===== config.mk =====
export PLATFORM = sky130hd
export DESIGN_NAME = mem_port_arbiter_flat
export DESIGN_NICKNAME = d
export VERILOG_FILES = /design/src/rtl/mem_port_arbiter_if.sv /design/src/rtl/mem_port_arbiter.sv /design/src/flat_wrapper.sv
export SDC_FILE = /design/constraint.sdc
export NUM_CORES = 1
export LEC_CHECK = 0
export BUFFER_PORTS_ARGS = -buffer_cell sky130_fd_sc_hd__buf_2
export CORE_ASPECT_RATIO = 1.75
export CORE_UTILIZATION = 44
export CTS_BUF_LIST = sky130_fd_sc_hd__clkbuf_16
export CTS_CLUSTER_SIZE = 16
export DETAILED_ROUTE_END_ITERATION = 6
export PLACE_DENSITY = 0.87
export SYNTH_ARGS = -nofsm -noshare
export SYNTH_HDL_FRONTEND = slang
export SYNTH_SLANG_ARGS = --single-unit

===== constraint.sdc =====
create_clock -name clk -period 2.9 [get_ports clk]
set_clock_uncertainty 0.05 [all_clocks]
set_input_delay 0.145 -clock clk [delete_from_list [all_inputs] [get_ports clk]]
set_output_delay 0.145 -clock clk [all_outputs]
set_load 0.03 [all_outputs]

===== src/rtl/mem_port_arbiter_if.sv =====
// Bundle of requester-side and memory-side signals around the shared memory port.
// The slave modport is the arbiter's view; master is the view of the cache/memory side.
interface mem_port_arbiter_if #(
    parameter int ADDR_W = 32,
    parameter int DATA_W = 32
);
    // Port 0: instruction fetch, read-only
    logic              req0;
    logic [ADDR_W-1:0] addr0;
    logic              gnt0;
    logic              rvalid0;
    logic              done0;
    // Port 1: data, read or write
    logic              req1;
    logic              we1;
    logic [ADDR_W-1:0] addr1;
    logic [DATA_W-1:0] wdata1;
    logic              wnext1;
    logic              gnt1;
    logic              rvalid1;
    logic              done1;
    logic [DATA_W-1:0] rdata;
    // Memory side
    logic              mem_req;
    logic              mem_we;
    logic [ADDR_W-1:0] mem_addr;
    logic [DATA_W-1:0] mem_wdata;
    logic [DATA_W-1:0] mem_rdata;
    logic              mem_ack;

    modport slave (
        input  req0, addr0, req1, we1, addr1, wdata1, mem_rdata, mem_ack,
        output gnt0, rvalid0, done0, wnext1, gnt1, rvalid1, done1, rdata,
               mem_req, mem_we, mem_addr, mem_wdata
    );

    modport master (
        output req0, addr0, req1, we1, addr1, wdata1, mem_rdata, mem_ack,
        input  gnt0, rvalid0, done0, wnext1, gnt1, rvalid1, done1, rdata,
               mem_req, mem_we, mem_addr, mem_wdata
    );
endinterface


===== src/rtl/mem_port_arbiter.sv =====
// Round-robin arbiter sequencing fixed-length, auto-incrementing bursts from two
// requesters onto one variable-latency memory port.
module mem_port_arbiter #(
    parameter int ADDR_W    = 32,
    parameter int DATA_W    = 32,
    parameter int BURST_LEN = 4
) (
    input logic               clk,
    input logic               reset_n,
    mem_port_arbiter_if.slave bus
);

    localparam int BEAT_W     = (BURST_LEN > 1) ? $clog2(BURST_LEN) : 1;
    localparam int WORD_BYTES = DATA_W / 8;

    typedef enum logic [1:0] {
        ST_IDLE = 2'd0,
        ST_XFER = 2'd1,
        ST_DONE = 2'd2
    } state_t;

    state_t              r_state;
    state_t              w_next;
    logic [BEAT_W-1:0]   r_beat;
    logic                r_owner;
    logic                r_last_grant;
    logic                r_we;
    logic [ADDR_W-1:0]   r_base;
    logic [DATA_W-1:0]   r_rdata;
    logic                r_rvalid0;
    logic                r_rvalid1;

    logic                w_grant;
    logic                w_grant_port;
    logic                w_last_beat;
    logic                w_rd_ack;
    logic [ADDR_W-1:0]   w_addr;

    logic                w_gnt0;
    logic                w_gnt1;
    logic                w_done0;
    logic                w_done1;
    logic                w_wnext1;
    logic                w_mem_req;
    logic                w_mem_we;
    logic [ADDR_W-1:0]   w_mem_addr;
    logic [DATA_W-1:0]   w_mem_wdata;

    // Byte address of a beat; the sum is truncated to ADDR_W so bursts wrap silently.
    function automatic logic [ADDR_W-1:0] beat_addr(
        input logic [ADDR_W-1:0] base,
        input logic [BEAT_W-1:0] beat
    );
        beat_addr = base + (ADDR_W'(beat) * ADDR_W'(WORD_BYTES));
    endfunction

    assign w_addr      = beat_addr(r_base, r_beat);
    assign w_last_beat = (r_beat == BEAT_W'(BURST_LEN - 1));
    assign w_rd_ack    = (r_state == ST_XFER) && bus.mem_ack && !r_we;

    always_ff @(posedge clk or negedge reset_n) begin
        if (!reset_n) begin
            r_state <= ST_IDLE;
        end else begin
            r_state <= w_next;
        end
    end

    always_comb begin
        w_next       = r_state;
        w_grant      = 1'b0;
        w_grant_port = 1'b0;
        w_gnt0       = 1'b0;
        w_gnt1       = 1'b0;
        w_done0      = 1'b0;
        w_done1      = 1'b0;
        w_wnext1     = 1'b0;
        w_mem_req    = 1'b0;
        w_mem_we     = 1'b0;
        w_mem_addr   = '0;
        w_mem_wdata  = '0;
        case (r_state)
            ST_IDLE: begin
                if (bus.req0 || bus.req1) begin
                    w_grant = 1'b1;
                    // On a tie the port that did not win last time goes next.
                    if (bus.req0 && bus.req1) begin
                        w_grant_port = ~r_last_grant;
                    end else begin
                        w_grant_port = bus.req1;
                    end
                    w_next = ST_XFER;
                end
            end
            ST_XFER: begin
                w_gnt0     = ~r_owner;
                w_gnt1     = r_owner;
                w_mem_req  = 1'b1;
                w_mem_we   = r_we;
                w_mem_addr = w_addr;
                if (r_we) begin
                    w_mem_wdata = bus.wdata1;
                end
                if (bus.mem_ack) begin
                    w_wnext1 = r_we;
                    if (w_last_beat) begin
                        w_next = ST_DONE;
                    end
                end
            end
            ST_DONE: begin
                w_gnt0  = ~r_owner;
                w_gnt1  = r_owner;
                w_done0 = ~r_owner;
                w_done1 = r_owner;
                w_next  = ST_IDLE;
            end
            default: begin
                w_next = ST_IDLE;
            end
        endcase
    end

    always_ff @(posedge clk or negedge reset_n) begin
        if (!reset_n) begin
            r_beat       <= '0;
            r_owner      <= 1'b0;
            r_last_grant <= 1'b1;
            r_we         <= 1'b0;
            r_rdata      <= '0;
            r_rvalid0    <= 1'b0;
            r_rvalid1    <= 1'b0;
        end else begin
            r_rvalid0 <= w_rd_ack && !r_owner;
            r_rvalid1 <= w_rd_ack && r_owner;
            if (w_rd_ack) begin
                r_rdata <= bus.mem_rdata;
            end
            if (w_grant) begin
                r_owner <= w_grant_port;
                r_we    <= w_grant_port ? bus.we1 : 1'b0;
                r_beat  <= '0;
            end else if ((r_state == ST_XFER) && bus.mem_ack && !w_last_beat) begin
                r_beat <= r_beat + BEAT_W'(1);
            end
            if (r_state == ST_DONE) begin
                r_last_grant <= r_owner;
            end
        end
    end

    // Base address is pure datapath and only meaningful after a grant.
    always_ff @(posedge clk) begin
        if (w_grant) begin
            r_base <= w_grant_port ? bus.addr1 : bus.addr0;
        end
    end

    assign bus.gnt0      = w_gnt0;
    assign bus.gnt1      = w_gnt1;
    assign bus.done0     = w_done0;
    assign bus.done1     = w_done1;
    assign bus.wnext1    = w_wnext1;
    assign bus.rvalid0   = r_rvalid0;
    assign bus.rvalid1   = r_rvalid1;
    assign bus.rdata     = r_rdata;
    assign bus.mem_req   = w_mem_req;
    assign bus.mem_we    = w_mem_we;
    assign bus.mem_addr  = w_mem_addr;
    assign bus.mem_wdata = w_mem_wdata;

endmodule


===== src/flat_wrapper.sv =====
// flat-port wrapper written by rule: the top's interface ports become plain ports
module mem_port_arbiter_flat 
#(
    parameter int ADDR_W    = 32,
    parameter int DATA_W    = 32,
    parameter int BURST_LEN = 4
)
  (clk, reset_n, bus_req0, bus_addr0, bus_req1, bus_we1, bus_addr1, bus_wdata1, bus_mem_rdata, bus_mem_ack, bus_gnt0, bus_rvalid0, bus_done0, bus_wnext1, bus_gnt1, bus_rvalid1, bus_done1, bus_rdata, bus_mem_req, bus_mem_we, bus_mem_addr, bus_mem_wdata);
  mem_port_arbiter_if #(.ADDR_W(ADDR_W), .DATA_W(DATA_W)) bus_i ();
  input logic clk;
  input logic reset_n;
  input wire logic [$bits(bus_i.req0)-1:0] bus_req0;
  input wire logic [$bits(bus_i.addr0)-1:0] bus_addr0;
  input wire logic [$bits(bus_i.req1)-1:0] bus_req1;
  input wire logic [$bits(bus_i.we1)-1:0] bus_we1;
  input wire logic [$bits(bus_i.addr1)-1:0] bus_addr1;
  input wire logic [$bits(bus_i.wdata1)-1:0] bus_wdata1;
  input wire logic [$bits(bus_i.mem_rdata)-1:0] bus_mem_rdata;
  input wire logic [$bits(bus_i.mem_ack)-1:0] bus_mem_ack;
  output wire logic [$bits(bus_i.gnt0)-1:0] bus_gnt0;
  output wire logic [$bits(bus_i.rvalid0)-1:0] bus_rvalid0;
  output wire logic [$bits(bus_i.done0)-1:0] bus_done0;
  output wire logic [$bits(bus_i.wnext1)-1:0] bus_wnext1;
  output wire logic [$bits(bus_i.gnt1)-1:0] bus_gnt1;
  output wire logic [$bits(bus_i.rvalid1)-1:0] bus_rvalid1;
  output wire logic [$bits(bus_i.done1)-1:0] bus_done1;
  output wire logic [$bits(bus_i.rdata)-1:0] bus_rdata;
  output wire logic [$bits(bus_i.mem_req)-1:0] bus_mem_req;
  output wire logic [$bits(bus_i.mem_we)-1:0] bus_mem_we;
  output wire logic [$bits(bus_i.mem_addr)-1:0] bus_mem_addr;
  output wire logic [$bits(bus_i.mem_wdata)-1:0] bus_mem_wdata;
  assign bus_i.req0 = bus_req0;
  assign bus_i.addr0 = bus_addr0;
  assign bus_i.req1 = bus_req1;
  assign bus_i.we1 = bus_we1;
  assign bus_i.addr1 = bus_addr1;
  assign bus_i.wdata1 = bus_wdata1;
  assign bus_i.mem_rdata = bus_mem_rdata;
  assign bus_i.mem_ack = bus_mem_ack;
  assign bus_gnt0 = bus_i.gnt0;
  assign bus_rvalid0 = bus_i.rvalid0;
  assign bus_done0 = bus_i.done0;
  assign bus_wnext1 = bus_i.wnext1;
  assign bus_gnt1 = bus_i.gnt1;
  assign bus_rvalid1 = bus_i.rvalid1;
  assign bus_done1 = bus_i.done1;
  assign bus_rdata = bus_i.rdata;
  assign bus_mem_req = bus_i.mem_req;
  assign bus_mem_we = bus_i.mem_we;
  assign bus_mem_addr = bus_i.mem_addr;
  assign bus_mem_wdata = bus_i.mem_wdata;
  mem_port_arbiter #(.ADDR_W(ADDR_W), .DATA_W(DATA_W), .BURST_LEN(BURST_LEN)) u_core (.clk(clk), .reset_n(reset_n), .bus(bus_i));
endmodule

==> results of run 1 <==
## synthesized netlist by cell type (7+ instances only)
cell type  number  area share, %
a21oi_1        17            2.1
and2_1          7            1.1
and3_1         34            5.3
clkbuf_1       15            1.4
dfrtp_1        40             25
edfxtp_1       32             24
inv_1           9           0.85
mux2_2         65             18
nand2_1        11            1.0
nand3_1         9            1.1
nand4_1         7            1.1
nor2_1         16            1.5
o21ai_0        14            1.8
o31ai_1         7            1.3
or3_1           7            1.1
or4_1           7            1.3
xnor2_1         7            1.5
## sequential cells by signal (all words and copies together) (netlist names)
register             flops
u_core.bus.rdata        32
u_core.r_owner           1
u_core.r_last_grant      1
u_core.r_beat            2
u_core.bus.rvalid1       1
u_core.r_we              1
u_core.r_state           2
u_core.bus.rvalid0       1
u_core.r_base           32
## power by group through the flow
stage	Clock [uW]	Sequential [uW]	Combinational (uW)
6_report	1130	1890	3060
5_1_grt	1170	1930	3250
4_1_cts	1140	1870	3020
3_5_place_dp	0	1880	2990
3_3_place_gp	0	1850	2910
2_1_floorplan	0	2300	1620
## timing repair
action | CTS | global route
endpoints found under the setup margin | 6 | 5
hold buffers | 22 | 0
buffers inserted | 1 | 3
endpoints found under the hold margin | 61 | 0
pin swaps | 0 | 3
gates resized for setup | 2 | 7
cloned | 0 | 1
## critical path, stage by stage (launching register included)
cell and delay, ps:
dfrtp_1 410, ha_4 170, fa_2 220, nand4_1 170
or3_4 470, or4_1 540, a21oi_2 170, buf_6 160
## worst paths after layout
check,end,slack (ps),from
setup / recovery,bus_mem_addr[30],70,u_core.r_beat[0]
hold / removal,u_core.bus.rdata[21],10,bus_mem_rdata[21]
setup reg to reg,u_core.r_base[29],760,u_core.r_state[0]
hold reg to reg,u_core.bus.rdata[7],450,u_core.bus.rdata[7]
max in group asynchronous,u_core.r_beat[0],1730,reset_n
min in group asynchronous,u_core.r_we,500,reset_n
## logic make-up (layout without fill, tap and decap cells)
group	count (synthesis)	after routing	synth area share [%]
and+or+nand+nor	119	120	17.6
DFF	73	73	49.8
buffers and inverters	29	295	3.11
xor gates and xnor gates	13	13	2.85
AOI/OAI and AO/OA	39	39	5.40
muxes	67	67	18.9
adders and majority gates	7	7	2.38
## final cells by class
class / instances / area (sq um)
fill: 620 / 2850
sequential: 73 / 1990
multi-input combinational: 246 / 1910
timing repair buffer: 269 / 1490
clock buffer: 10 / 250
tap: 117 / 146
clock inverter: 6 / 56.3
inverter: 10 / 37.5
## per-stage QoR
step           hold slack [ps]  power, uW  worst slack [ps]
5_1_grt                   5.36       6350             -17.4
4_1_cts                   2.64       6030              7.22
2_1_floorplan             -201       3920               243
3_3_place_gp               267       4760               283
6_report                  11.9       6070              67.1
3_5_place_dp               284       4860               104
## per-layer routing
layer,up-vias,GRT usage (%),wire length (um)
met5,-,0,0
met4,0,12.3,397
met3,32,6.53,893
met2,188,45.1,6530
met1,1817,30.6,4820
li1,1803,-,-
==> results.ini, run 1 <==
[finish]
drive_gt1_share_pct=55.2
nNetsFinal=750
final_common_cell=buf_2
post-route-util_pct=67.4
final_cell_count_no_fill=731
area_delta_synth_final_pct=47.4
antennaDiodeCount=0
layout_common_cells=236 x buf_2, 65 x mux2_2, 40 x dfrtp_1, 34 x and3_1, 32 x edfxtp_1
final_cell_area_sq_um=5880

[yosys]
syn_area_per_cell_sq_um=11.5
ys_async_sr_fraction_pct=56.2
synth_seq_cells=73
ys_seq_area_share_pct=49.8
syn_nets=488
synthCells=347
syn_area_sq_um=3990
synth_ff_type=dfrtp_1
synth-edff-count=32
yosysWarnings=0
synth_cell_type_count=38

[power_and_ir_drop]
ir_worst_vdd_mv=0.737
intPower_uw=3330
power_frac_comb_pct=50.4
switching_power_uw=2740
p_per_area_nw_per_um2=1030
p_leak_uw=0.00291
power_frac_clock_pct=18.6
swShare_pct=45.2
seq_power_share_pct=31.1

[critical_path]
r2r_cells=5
cp-start-kind=flip-flop
cp.required_ps=2710
crit_path_end_kind=output port
crit_type=flip-flop to output port
critPathMaxFanout=6
arrival_ps=2640

[cts]
insertion_delay_ps=330
clkTransAtPathRegs_ps=60
cts_tree=done
htreeDepth=3
clockBufferDepth=2
numCtsBuffers=9
cts_sinks=73
root_buffer=clkbuf_16

[place]
placed_area_sq_um=5280
io_buffers=238
placed_cells=688
dpl.hpwl_um=9220
place_congestion=0.886

[drt]
drc=0
vias_per_cell=5.25
wirelength_um=12600
drt_pre_antenna_iters=4
post_drt_wl_per_cell_um=17.3
num_vias=3840
final_antenna_net_count=0
drtIter0Drc=211

[hold_path]
holdPathStages=2
hold_class=primary input to flip-flop

[timing]
setup_violations=0
max_freq_mhz=353
fin_crit_sh_pct=97.7
relSlewSlack_pct=37.9
fin_crit_ps=2830
setup_tns_ps=0
tightest_slew_ps=932
slew_viol_final=0
finalHoldViolations=0

[floorplan]
core_area_sq_um=8730
die_w_um=74.0
start_util_pct=45.7
dieArea_sq_um=9470
fp-row-count=45
ios=239
die_h_um=128

[global_route]
antenna_found_initial=0
grt_pass1_wl_um=19100
grt_pass1_vias=4005
gr-total-overflow=0
grt_util_all_layers_pct=26.5
grt_start_max_net_pins=45

[flow_run]
max_cap_viol_count=0

[outcome]
status=finished, final reports clean

Power figures use the tool's default switching activity.
==> inputs of run 2 (changes only) <==
Settings changed: ABC_AREA set to 1, BUFFER_PORTS_ARGS -buffer_cell sky130_fd_sc_hd__buf_2 to not set, CORE_AREA set to 2 2 93 95, CORE_ASPECT_RATIO 1.75 to not set, CORE_UTILIZATION 44 to not set, CTS_BUF_LIST sky130_fd_sc_hd__clkbuf_16 to sky130_fd_sc_hd__clkbuf_4 sky130_fd_sc_hd__clkbuf_8, DIE_AREA set to 0 0 95 97, DONT_BUFFER_PORTS set to 1, PLACE_DENSITY 0.87 to 0.75.
==> run 2 against run 1 <==
  * Global-route usage grew 1.2 points
  * Wire length shrank 0.66%
  * Die area shrank 2.6%
  * Maximum frequency grew 11%
  * Utilization up 3.1 points
  * Via count grew 3.6%
  * Combinational power shrank 22%
  * Total power is 5.6% lower
  * Clock-buffer cell count increased by 1
  * Setup slack improved by 270 ps
  * Critical path depth rose by 1
==> results.ini, run 2 <==
[finish]
antennaDiodeCount=0
drive_gt1_share_pct=19.8
area_delta_synth_final_pct=30.2
nNetsFinal=812
final_cell_area_sq_um=5730
layout_common_cells=119 x nand2_1, 107 x inv_1, 92 x nor2_1, 61 x dlygate4sd3_1, 55 x buf_4
nFillCells=620
final_common_cell=nand2_1

[cts]
cts_resized=0
clockBufferDepth=2
post_cts_buffers=0
cts_sinks=73
root_buffer=clkbuf_8
numCtsBuffers=9
htreeDepth=3
postCtsHoldBufs=61
clkTransAtPathRegs_ps=80
insertion_delay_ps=330
cts_tree=done

[floorplan]
start_util_pct=54.1
fp-row-count=33
die_w_um=95
dieArea_sq_um=9220
ios=239
die_h_um=97
core_area_sq_um=8130

[critical_path]
cpMaxStageDelayCell=nor2_1
crit_buf_inv=0
crit_top_cell=nor2_1
cp-start-kind=flip-flop
arrival_ps=2360
cp.required_ps=2710
cpLargestDelayFamily=simple AND/OR/NAND/NOR gates
path_cells=ha_1 > fa_1 > nand2_2 > nor2_4 > nand2_4 > nor3_1 > nor2_1 > nor2_1
crit_path_end_kind=output port
crit_type=flip-flop to output port
ff2ff_setup_slack_ps=790
critPathMaxFanout=5
critPathMaxStageDelay_ps=440

[yosys]
synth_seq_cells=73
synth_ff_type=dfrtp_1
synth_common_cells=119 x nand2_1, 107 x inv_1, 92 x nor2_1, 42 x o21ai_0, 40 x dfrtp_1
ys_async_sr_fraction_pct=56.2
syn_nets=700
ys_top_cells_by_area=dfrtp_1 23%, edfxtp_1 22%, nand2_1 10%, inv_1 9.1%, nor2_1 7.8%
syn_area_per_cell_sq_um=7.87
synth-edff-count=32
yosysTopAreaCell=dfrtp_1
synthCells=559
yosysMostFrequentCell=nand2_1
yosysTopAreaCellShare_pct=22.8
syn_area_sq_um=4400
synth_cell_type_count=32
yosysWarnings=0
ys_seq_area_share_pct=45.2

[place]
dpl.hpwl_um=9180
place_congestion=0.971
io_buffers=0
placed_area_sq_um=4890

[drt]
num_vias=3978
drtIter0Drc=301
drt_pre_antenna_iters=5
post_drt_wl_per_cell_um=16.1
drc=0
final_antenna_net_count=0
wirelength_um=12600
vias_per_cell=5.09

[global_route]
grt_util_all_layers_pct=27.8
grt_pass1_wl_um=19700
antenna_found_initial=0
gr-total-overflow=0
grt_start_max_net_pins=61
grt_pass1_vias=3907

[timing]
relSlewSlack_pct=47.0
max_freq_mhz=391
fin_crit_ps=2560
setup_violations=0
finalHoldViolations=0
fin_crit_sh_pct=88.2
rsz0062_at_grt=false
setup_tns_ps=0
tightest_slew_ps=792
slew_viol_final=0

[power_and_ir_drop]
ir_worst_vdd_mv=0.760
p_leak_uw=0.00282
p_per_area_nw_per_um2=1000

[flow_run]
max_cap_viol_count=0

[hold_path]
hold_class=primary input to flip-flop

[outcome]
status=finished, final reports clean

## run 2: logic make-up after synthesis
group	Yosys count	share of synthesized area [%]
adders and majority gates	7	2.16
xor gates and xnor gates	3	0.597
buffers and inverters	125	11.2
DFF	73	45.2
and+or+nand+nor	256	25.3
muxes	32	8.19
AOI/OAI and AO/OA	63	7.39
## run 2: path summary, 6_finish.rpt
check	to	cells past startpoint	start
min	u_core.r_base[23]	2	bus_addr0[23]
min in group asynchronous	u_core.bus.rdata[4]	2	reset_n
max	bus_mem_addr[26]	8	u_core.r_beat[0]
max reg2reg	u_core.bus.rdata[2]	4	u_core.r_state[1]
max in group asynchronous	u_core.r_last_grant	2	reset_n
min reg2reg	u_core.r_last_grant	2	u_core.r_last_grant
## run 2: report_power, final
| part | internal, uW | total [uW] | switching, uW | leakage (uW) |
|---|---|---|---|---|
| registers | 1620 | 2490 | 878 | 0.000800 |
| logic | 833 | 2400 | 1570 | 0.00191 |
| clock network | 450 | 837 | 387 | 0.000111 |
## run 2: final cells by class
cell class | count | area [sq um] | area share, %
Clock buffer | 11 | 151 | 2.64
Clock inverter | 5 | 58.8 | 1.03
Inverter | 108 | 405 | 7.08
Multi-Input combinational cell | 361 | 1930 | 33.7
Sequential cell | 73 | 1990 | 34.7
Tap cell | 105 | 131 | 2.29
Timing Repair Buffer | 118 | 1060 | 18.6
## run 2: stage by stage
| stage | hold slack (ps) | instances | worst slack [ps] | utilization, % | power [uW] |
|---|---|---|---|---|---|
| 2_1_floorplan | -201 | 559 | 22.4 | - | 4150 |
| 3_3_place_gp | -200 | 703 | 773 | 60.1 | 4720 |
| 3_5_place_dp | -200 | 703 | 705 | 60.1 | 4810 |
| 4_1_cts | 1.22 | 780 | 331 | 70.3 | 5720 |
| 5_1_grt | 1.09 | 781 | 241 | 70.4 | 6080 |
| 6_report | 10.2 | 781 | 342 | 70.4 | 5730 |
## run 2: layer usage
metal	global-route usage, %	vias to the layer above	wire, um
met5	0	-	0
met4	7.02	0	141
met3	8.72	15	1180
met2	46.2	196	6380
met1	35.0	1817	4860
li1	-	1950	-
